[src/rtl/wave_sample_scheduler_pkg.sv]
// Shared constants and FSM encoding for the wave sample scheduler slice.
package wave_pkg;

    // Default fractional width of a generator sample; the sample is N_FRAC+1 bits, signed.
    localparam int N_FRAC_DEF = 7;
    localparam int SAMPLE_W   = N_FRAC_DEF + 1;

    // Scheduler FSM encoding.
    localparam logic IDLE_ENC = 1'b0;
    localparam logic WAIT_ENC = 1'b1;

    typedef enum logic {
        IDLE = IDLE_ENC,
        WAIT = WAIT_ENC
    } state_e;

endpackage

[src/rtl/wave_sample_scheduler_if.sv]
// Request/response link between the scheduler and the sine generator.
// The scheduler is the master: it issues the next-data strobe and
// receives the valid strobe plus the signed sample.
interface wave_sample_scheduler_if #(
    parameter int N_FRAC = 7
) ();

    logic                     gen_strobe_o;
    logic                     gen_valid_i;
    logic signed [N_FRAC:0]   gen_data_i;

    modport master (
        output gen_strobe_o,
        input  gen_valid_i,
        input  gen_data_i
    );

    modport slave (
        input  gen_strobe_o,
        output gen_valid_i,
        output gen_data_i
    );

endinterface

[src/rtl/wave_sample_scheduler_sample_rate_divider.sv]
// Free-running tick divider: one tick every divider_i+1 enabled cycles,
// first tick in the first enabled cycle. divider_i is only sampled on reload.
module sample_rate_divider #(
    parameter int DIV_WIDTH = 8
) (
    input  logic                 clk_i,
    input  logic                 rst_i,
    input  logic                 enable_i,
    input  logic [DIV_WIDTH-1:0] divider_i,
    output logic                 tick_o
);

    logic [DIV_WIDTH-1:0] count_q;

    assign tick_o = enable_i && (count_q == '0);

    // Reload on tick, count down otherwise; parked at zero while disabled.
    always_ff @(posedge clk_i or negedge rst_i) begin
        // NOTE: state is updated with non-blocking assignments so every flop
        // samples the pre-edge value of its inputs, independent of block order.
        if (!rst_i) begin
            count_q <= '0;
        end else if (!enable_i) begin
            count_q <= '0;
        end else if (count_q == '0) begin
            count_q <= divider_i;
        end else begin
            count_q <= count_q - DIV_WIDTH'(1);
        end
    end

endmodule

[src/rtl/wave_sample_scheduler.sv]
// Sample scheduler: issues generator requests at the divided sample rate,
// captures returned samples, and flags dropped ticks and lost responses.
module wave_sample_scheduler
    import wave_pkg::*;
#(
    parameter int N_FRAC    = N_FRAC_DEF,
    parameter int DIV_WIDTH = 8,
    parameter int TIMEOUT   = 15
) (
    input  logic                   clk_i,
    input  logic                   rst_i,
    input  logic                   enable_i,
    input  logic [DIV_WIDTH-1:0]   divider_i,
    input  logic                   clr_i,
    wave_sample_scheduler_if.master gen,
    output logic signed [N_FRAC:0] sample_o,
    output logic                   sample_valid_o,
    output logic                   busy_o,
    output logic                   overrun_o,
    output logic                   timeout_o
);

    localparam int TIMER_W = $clog2(TIMEOUT + 1);
    localparam logic [TIMER_W-1:0] TIMER_LAST = TIMER_W'(TIMEOUT - 1);

    logic tick;

    state_e                 state_q,        state_d;
    logic [TIMER_W-1:0]     timer_q,        timer_d;
    logic                   strobe_q,       strobe_d;
    logic signed [N_FRAC:0] sample_q,       sample_d;
    logic                   sample_valid_q, sample_valid_d;
    logic                   overrun_q,      overrun_d;
    logic                   timeout_q,      timeout_d;

    sample_rate_divider #(
        .DIV_WIDTH (DIV_WIDTH)
    ) u_divider (
        .clk_i     (clk_i),
        .rst_i     (rst_i),
        .enable_i  (enable_i),
        .divider_i (divider_i),
        .tick_o    (tick)
    );

    // Next-state, timer, capture and flag logic; every output is registered below.
    always_comb begin
        // NOTE: every signal written here gets a default first, so no path
        // through the case leaves a value unassigned and no latch is inferred.
        state_d        = state_q;
        timer_d        = timer_q;
        strobe_d       = 1'b0;
        sample_valid_d = 1'b0;
        sample_d       = sample_q;
        // Clear first; any set event below overrides it in the same cycle.
        overrun_d      = overrun_q && !clr_i;
        timeout_d      = timeout_q && !clr_i;

        unique case (state_q)
            IDLE: begin
                // A valid strobe with nothing outstanding is ignored.
                if (tick) begin
                    strobe_d = 1'b1;
                    state_d  = WAIT;
                    timer_d  = '0;
                end
            end
            WAIT: begin
                timer_d = timer_q + TIMER_W'(1);
                if (gen.gen_valid_i) begin
                    sample_d       = gen.gen_data_i;
                    sample_valid_d = 1'b1;
                    if (tick) begin
                        // Back-to-back: the response and the next tick coincide.
                        strobe_d = 1'b1;
                        timer_d  = '0;
                    end else begin
                        state_d = IDLE;
                    end
                end else begin
                    if (tick) begin
                        overrun_d = 1'b1;
                    end
                    if (timer_q == TIMER_LAST) begin
                        timeout_d = 1'b1;
                        state_d   = IDLE;
                    end
                end
            end
            default: state_d = IDLE;
        endcase
    end

    // State, timer and output registers.
    always_ff @(posedge clk_i or negedge rst_i) begin
        if (!rst_i) begin
            state_q        <= IDLE;
            timer_q        <= '0;
            strobe_q       <= 1'b0;
            sample_q       <= '0;
            sample_valid_q <= 1'b0;
            overrun_q      <= 1'b0;
            timeout_q      <= 1'b0;
        end else begin
            state_q        <= state_d;
            timer_q        <= timer_d;
            strobe_q       <= strobe_d;
            sample_q       <= sample_d;
            sample_valid_q <= sample_valid_d;
            overrun_q      <= overrun_d;
            timeout_q      <= timeout_d;
        end
    end

    assign gen.gen_strobe_o = strobe_q;
    assign sample_o         = sample_q;
    assign sample_valid_o   = sample_valid_q;
    assign busy_o           = (state_q == WAIT);
    assign overrun_o        = overrun_q;
    assign timeout_o        = timeout_q;

endmodule
[src/flat_wrapper.sv]
// flat-port wrapper written by rule: the top's interface ports become plain ports
module wave_sample_scheduler_flat import wave_pkg::*;
#(
    parameter int N_FRAC    = N_FRAC_DEF,
    parameter int DIV_WIDTH = 8,
    parameter int TIMEOUT   = 15
)
  (clk_i, rst_i, enable_i, divider_i, clr_i, sample_o, sample_valid_o, busy_o, overrun_o, timeout_o, gen_gen_strobe_o, gen_gen_valid_i, gen_gen_data_i);
  wave_sample_scheduler_if #(.N_FRAC(N_FRAC)) gen_i ();
  input  logic clk_i;
  input  logic rst_i;
  input  logic enable_i;
  input  logic [DIV_WIDTH-1:0] divider_i;
  input  logic clr_i;
  output logic signed [N_FRAC:0] sample_o;
  output logic sample_valid_o;
  output logic busy_o;
  output logic overrun_o;
  output logic timeout_o;
  output wire logic [$bits(gen_i.gen_strobe_o)-1:0] gen_gen_strobe_o;
  input wire logic [$bits(gen_i.gen_valid_i)-1:0] gen_gen_valid_i;
  input wire logic [$bits(gen_i.gen_data_i)-1:0] gen_gen_data_i;
  assign gen_gen_strobe_o = gen_i.gen_strobe_o;
  assign gen_i.gen_valid_i = gen_gen_valid_i;
  assign gen_i.gen_data_i = gen_gen_data_i;
  wave_sample_scheduler #(.N_FRAC(N_FRAC), .DIV_WIDTH(DIV_WIDTH), .TIMEOUT(TIMEOUT)) u_core (.clk_i(clk_i), .rst_i(rst_i), .enable_i(enable_i), .divider_i(divider_i), .clr_i(clr_i), .gen(gen_i), .sample_o(sample_o), .sample_valid_o(sample_valid_o), .busy_o(busy_o), .overrun_o(overrun_o), .timeout_o(timeout_o));
endmodule
[config.mk]
export PLATFORM = sky130hd
export DESIGN_NAME = wave_sample_scheduler_flat
export DESIGN_NICKNAME = d
export VERILOG_FILES = /design/src/rtl/wave_sample_scheduler_pkg.sv /design/src/rtl/wave_sample_scheduler_if.sv /design/src/rtl/wave_sample_scheduler_sample_rate_divider.sv /design/src/rtl/wave_sample_scheduler.sv /design/src/flat_wrapper.sv
export SDC_FILE = /design/constraint.sdc
export NUM_CORES = 1
export LEC_CHECK = 0
export ABC_AREA = 1
export CAP_MARGIN = 40
export CORE_ASPECT_RATIO = 0.6
export CORE_UTILIZATION = 47
export DETAILED_ROUTE_END_ITERATION = 16
export GPL_ROUTABILITY_DRIVEN = 0
export PLACE_DENSITY_LB_ADDON = 0.12
export SLEW_MARGIN = 20
export SYNTH_ARGS = -nofsm -noshare
export SYNTH_HDL_FRONTEND = slang
export SYNTH_SLANG_ARGS = --single-unit
[constraint.sdc]
create_clock -name clk_i -period 1.5 [get_ports clk_i]
set_input_delay 0.225 -clock clk_i [delete_from_list [all_inputs] [get_ports clk_i]]
set_output_delay 0.225 -clock clk_i [all_outputs]
set_load 0.02 [all_outputs]
==> out/results.txt <==
Largest net degree at the start of global routing = 26
Total core area = 2310 µm²
Setup TNS = 0 ns
Crit path DAT = 1.23 ns
Hold crit path type = primary input to asynchronous set/reset pin
#FFs+latches synth = 25
Overall global routing resource usage = 22.80%
CP delay by family, top = buffers and inverters
Clock Skews = 0.002899 ns
TritonCTS buffer count = 3
Tcrit/Tclk final = 97.00%
Router iterations before antenna repair = 4
Fmax = 687.3 MHz
CTS max path bufs = 2
Worst Setup Start Kind = flop
Syn_nets = 177
Port Buffers = 33
Initial Util = 52.98%
Cell count after synthesis = 153
Crit-path max cell delay = 0.61 ns
Num rows = 13
Crit path buf inv count = 1
Slew @ Worst Pin = 0.3191 ns
Hpwl dp = 2142 µm
DRC Markers = 0
Cell Area, Synth = 1224 µm²
Layout Nets = 219
Final Hold Violating Endpoints = 0
Vias in the first global route = 1,057
Worst EP required = 1.27 ns
P per Cell Area = 1854 nW/µm²
CTS sink cnt = 25
Initial antenna violation count = 0
Post-CTS setup buffer count = 0
Util after Layout = 72.37%
Vias per inst = 4.732
First-pass GRT wire length = 4781 µm
Register area share after synthesis = 51.12%
CP max-delay cell = clkdlybuf4s50_1
Total number of vias = 1,060
Critical Path, Cell by Cell = clkdlybuf4s50_1
Hold Slack = 0.3133 ns
Gr ovfl total = 0
Synth warn = 0
Die area = 2819 µm²
Ant. Diodes = 0
Post-Route WL = 2748 µm
Die Span Y = 41.53 µm
Netlist cell types = 19
Syn Area/Cell = 7.998 µm²
Die Wd = 67.88 µm
DRT iter0 DRCs = 48
CP Capture Type = output port
Max-slew violations = 0
Clk_lat worst skew = 0.26 ns
ANT nets after route = 0
Outcome = complete, no violations
# H-tree levels = 1
Layout cell share with drive strength beyond 1 = 11.34%
Max Cap Viol = 0
Clock root buffer = clkbuf_8
Fin crit period = 1.455 ns
IO Pins = 34
DR WL/cell = 12.27 µm
Setup-failing EPs final = 0
Max-slew headroom = 78.73%
Worst-path clk slew = 0.08 ns
Power, Total = 3.100 mW
CTS tree = done
Leak Pwr = 0.8907 nW
Area Overhead vs Synth = 36.61%
Critical path type = flop to output port
Hold buffer count at CTS = 0
CP Max Fanout = 2
Max IR drop VDD = 0.8579 mV
-- final timing paths --
kind                                                        from  depth (start not counted)                               endpoint  slack [ns]
max in group asynchronous                                  rst_i                          2          u_core.timer_q[3]$_DFFE_PN0P_        0.94
hold reg to reg                   u_core.sample_o[0]$_DFFE_PN0P_                          2         u_core.sample_o[0]$_DFFE_PN0P_        0.49
hold / removal                                             rst_i                          2  u_core.u_divider.count_q[5]$_DFF_PN0_        0.31
min in group clk_i                u_core.sample_o[0]$_DFFE_PN0P_                          2         u_core.sample_o[0]$_DFFE_PN0P_        0.49
setup reg to reg           u_core.u_divider.count_q[0]$_DFF_PN0_                          7          u_core.timer_q[0]$_DFFE_PN0P_        0.15
setup / recovery                  u_core.sample_o[3]$_DFFE_PN0P_                          1                            sample_o[3]        0.05
-- power by group --
part | switching, mW | leakage [nW] | internal [mW]
Sequential | 0.195 | 0.326 | 0.929
Combinational | 0.932 | 0.542 | 0.653
Clock | 0.201 | 0.0228 | 0.190
Total | 1.33 | 0.891 | 1.77
-- cells in the final DEF, fill, tap and decap left out, drive strengths merged, types with 2 or more instances in the layout --
master,netlist,layout
nand3,10,10
dlymetal6s2s,0,3
o21ai,10,10
a21oi,4,4
dfrtp,25,25
nor2,23,23
clkbuf,0,4
nand2,54,54
buf,0,4
inv,18,18
clkdlybuf4s50,0,28
xor2,2,2
dlygate4sd2,0,2
ha,3,3
-- cells by family (layout without fill, tap and decap cells) --
group | count (synthesis) | in the layout | share of synthesized area, %
flops | 25 | 25 | 51.12
xor+xnor | 3 | 3 | 2.148
simple gates | 88 | 88 | 31.49
fa+ha+maj | 3 | 3 | 3.068
buf+inv | 19 | 60 | 5.828
compound gates | 15 | 15 | 6.339
-- state kept, by name, indices dropped and copies added, names as in the netlist --
signal / count
u_core.timer_q: 4
u_core.gen.gen_strobe_o: 1
u_core.sample_o: 8
u_core.overrun_o: 1
u_core.busy_o: 1
u_core.timeout_o: 1
u_core.sample_valid_o: 1
u_core.u_divider.count_q: 8
-- synth_stat cells --
cell type  number  area share (%)
o21a_1          1            0.61
xnor2_1         1            0.72
nand2_4         1            0.92
xor2_1          2             1.4
clkinv_1        1            0.31
or2_2           1            0.51
nand2_1        49              15
nor2_1         18             5.5
o21ai_1         3             1.2
dfrtp_1        25              51
a21oi_1         4             1.6
nor2_4          2             1.8
inv_2           4             1.2
inv_1          14             4.3
nand2_2         4             2.0
ha_1            3             3.1
o21ai_0         7             2.9
nand3_1        10             4.1
nor2_2          3             1.5
-- through the flow --
stage / cell area, µm² / std cells / setup slack [ns]
2_1_floorplan: 1224 / 153 / 0.2775
3_3_place_gp: 1622 / 220 / 0.1253
3_5_place_dp: 1622 / 220 / 0.1194
4_1_cts: 1664 / 224 / 0.02182
5_1_grt: 1672 / 224 / -0.004140
6_report: 1672 / 224 / 0.04505
-- timing repair --
action | 4_1_cts | 5_1_grt
setup endpoints to repair | 2 | 3
pin swaps | 0 | 0
gates resized for setup | 2 | 3
-- per-layer routing --
| metal | global-route usage, % | vias to the layer above | share of wire [%] |
|---|---|---|---|
| met5 | 0 | - | 0 |
| met4 | 3.333 | 0 | 0.25 |
| li1 | - | 554 | - |
| met1 | 32.03 | 480 | 50 |
| met2 | 36.24 | 24 | 44 |
| met3 | 5.769 | 2 | 5.1 |
-- cell type report --
cell class	count	area, µm²
multi-input cells	109	526.8
clock buffers	4	45.04
well taps	30	37.54
repair buffers	37	365.4
flip-flops and latches	25	625.6
inverters	19	71.32
fillers	195	638.1
Power figures use the tool's default switching activity.
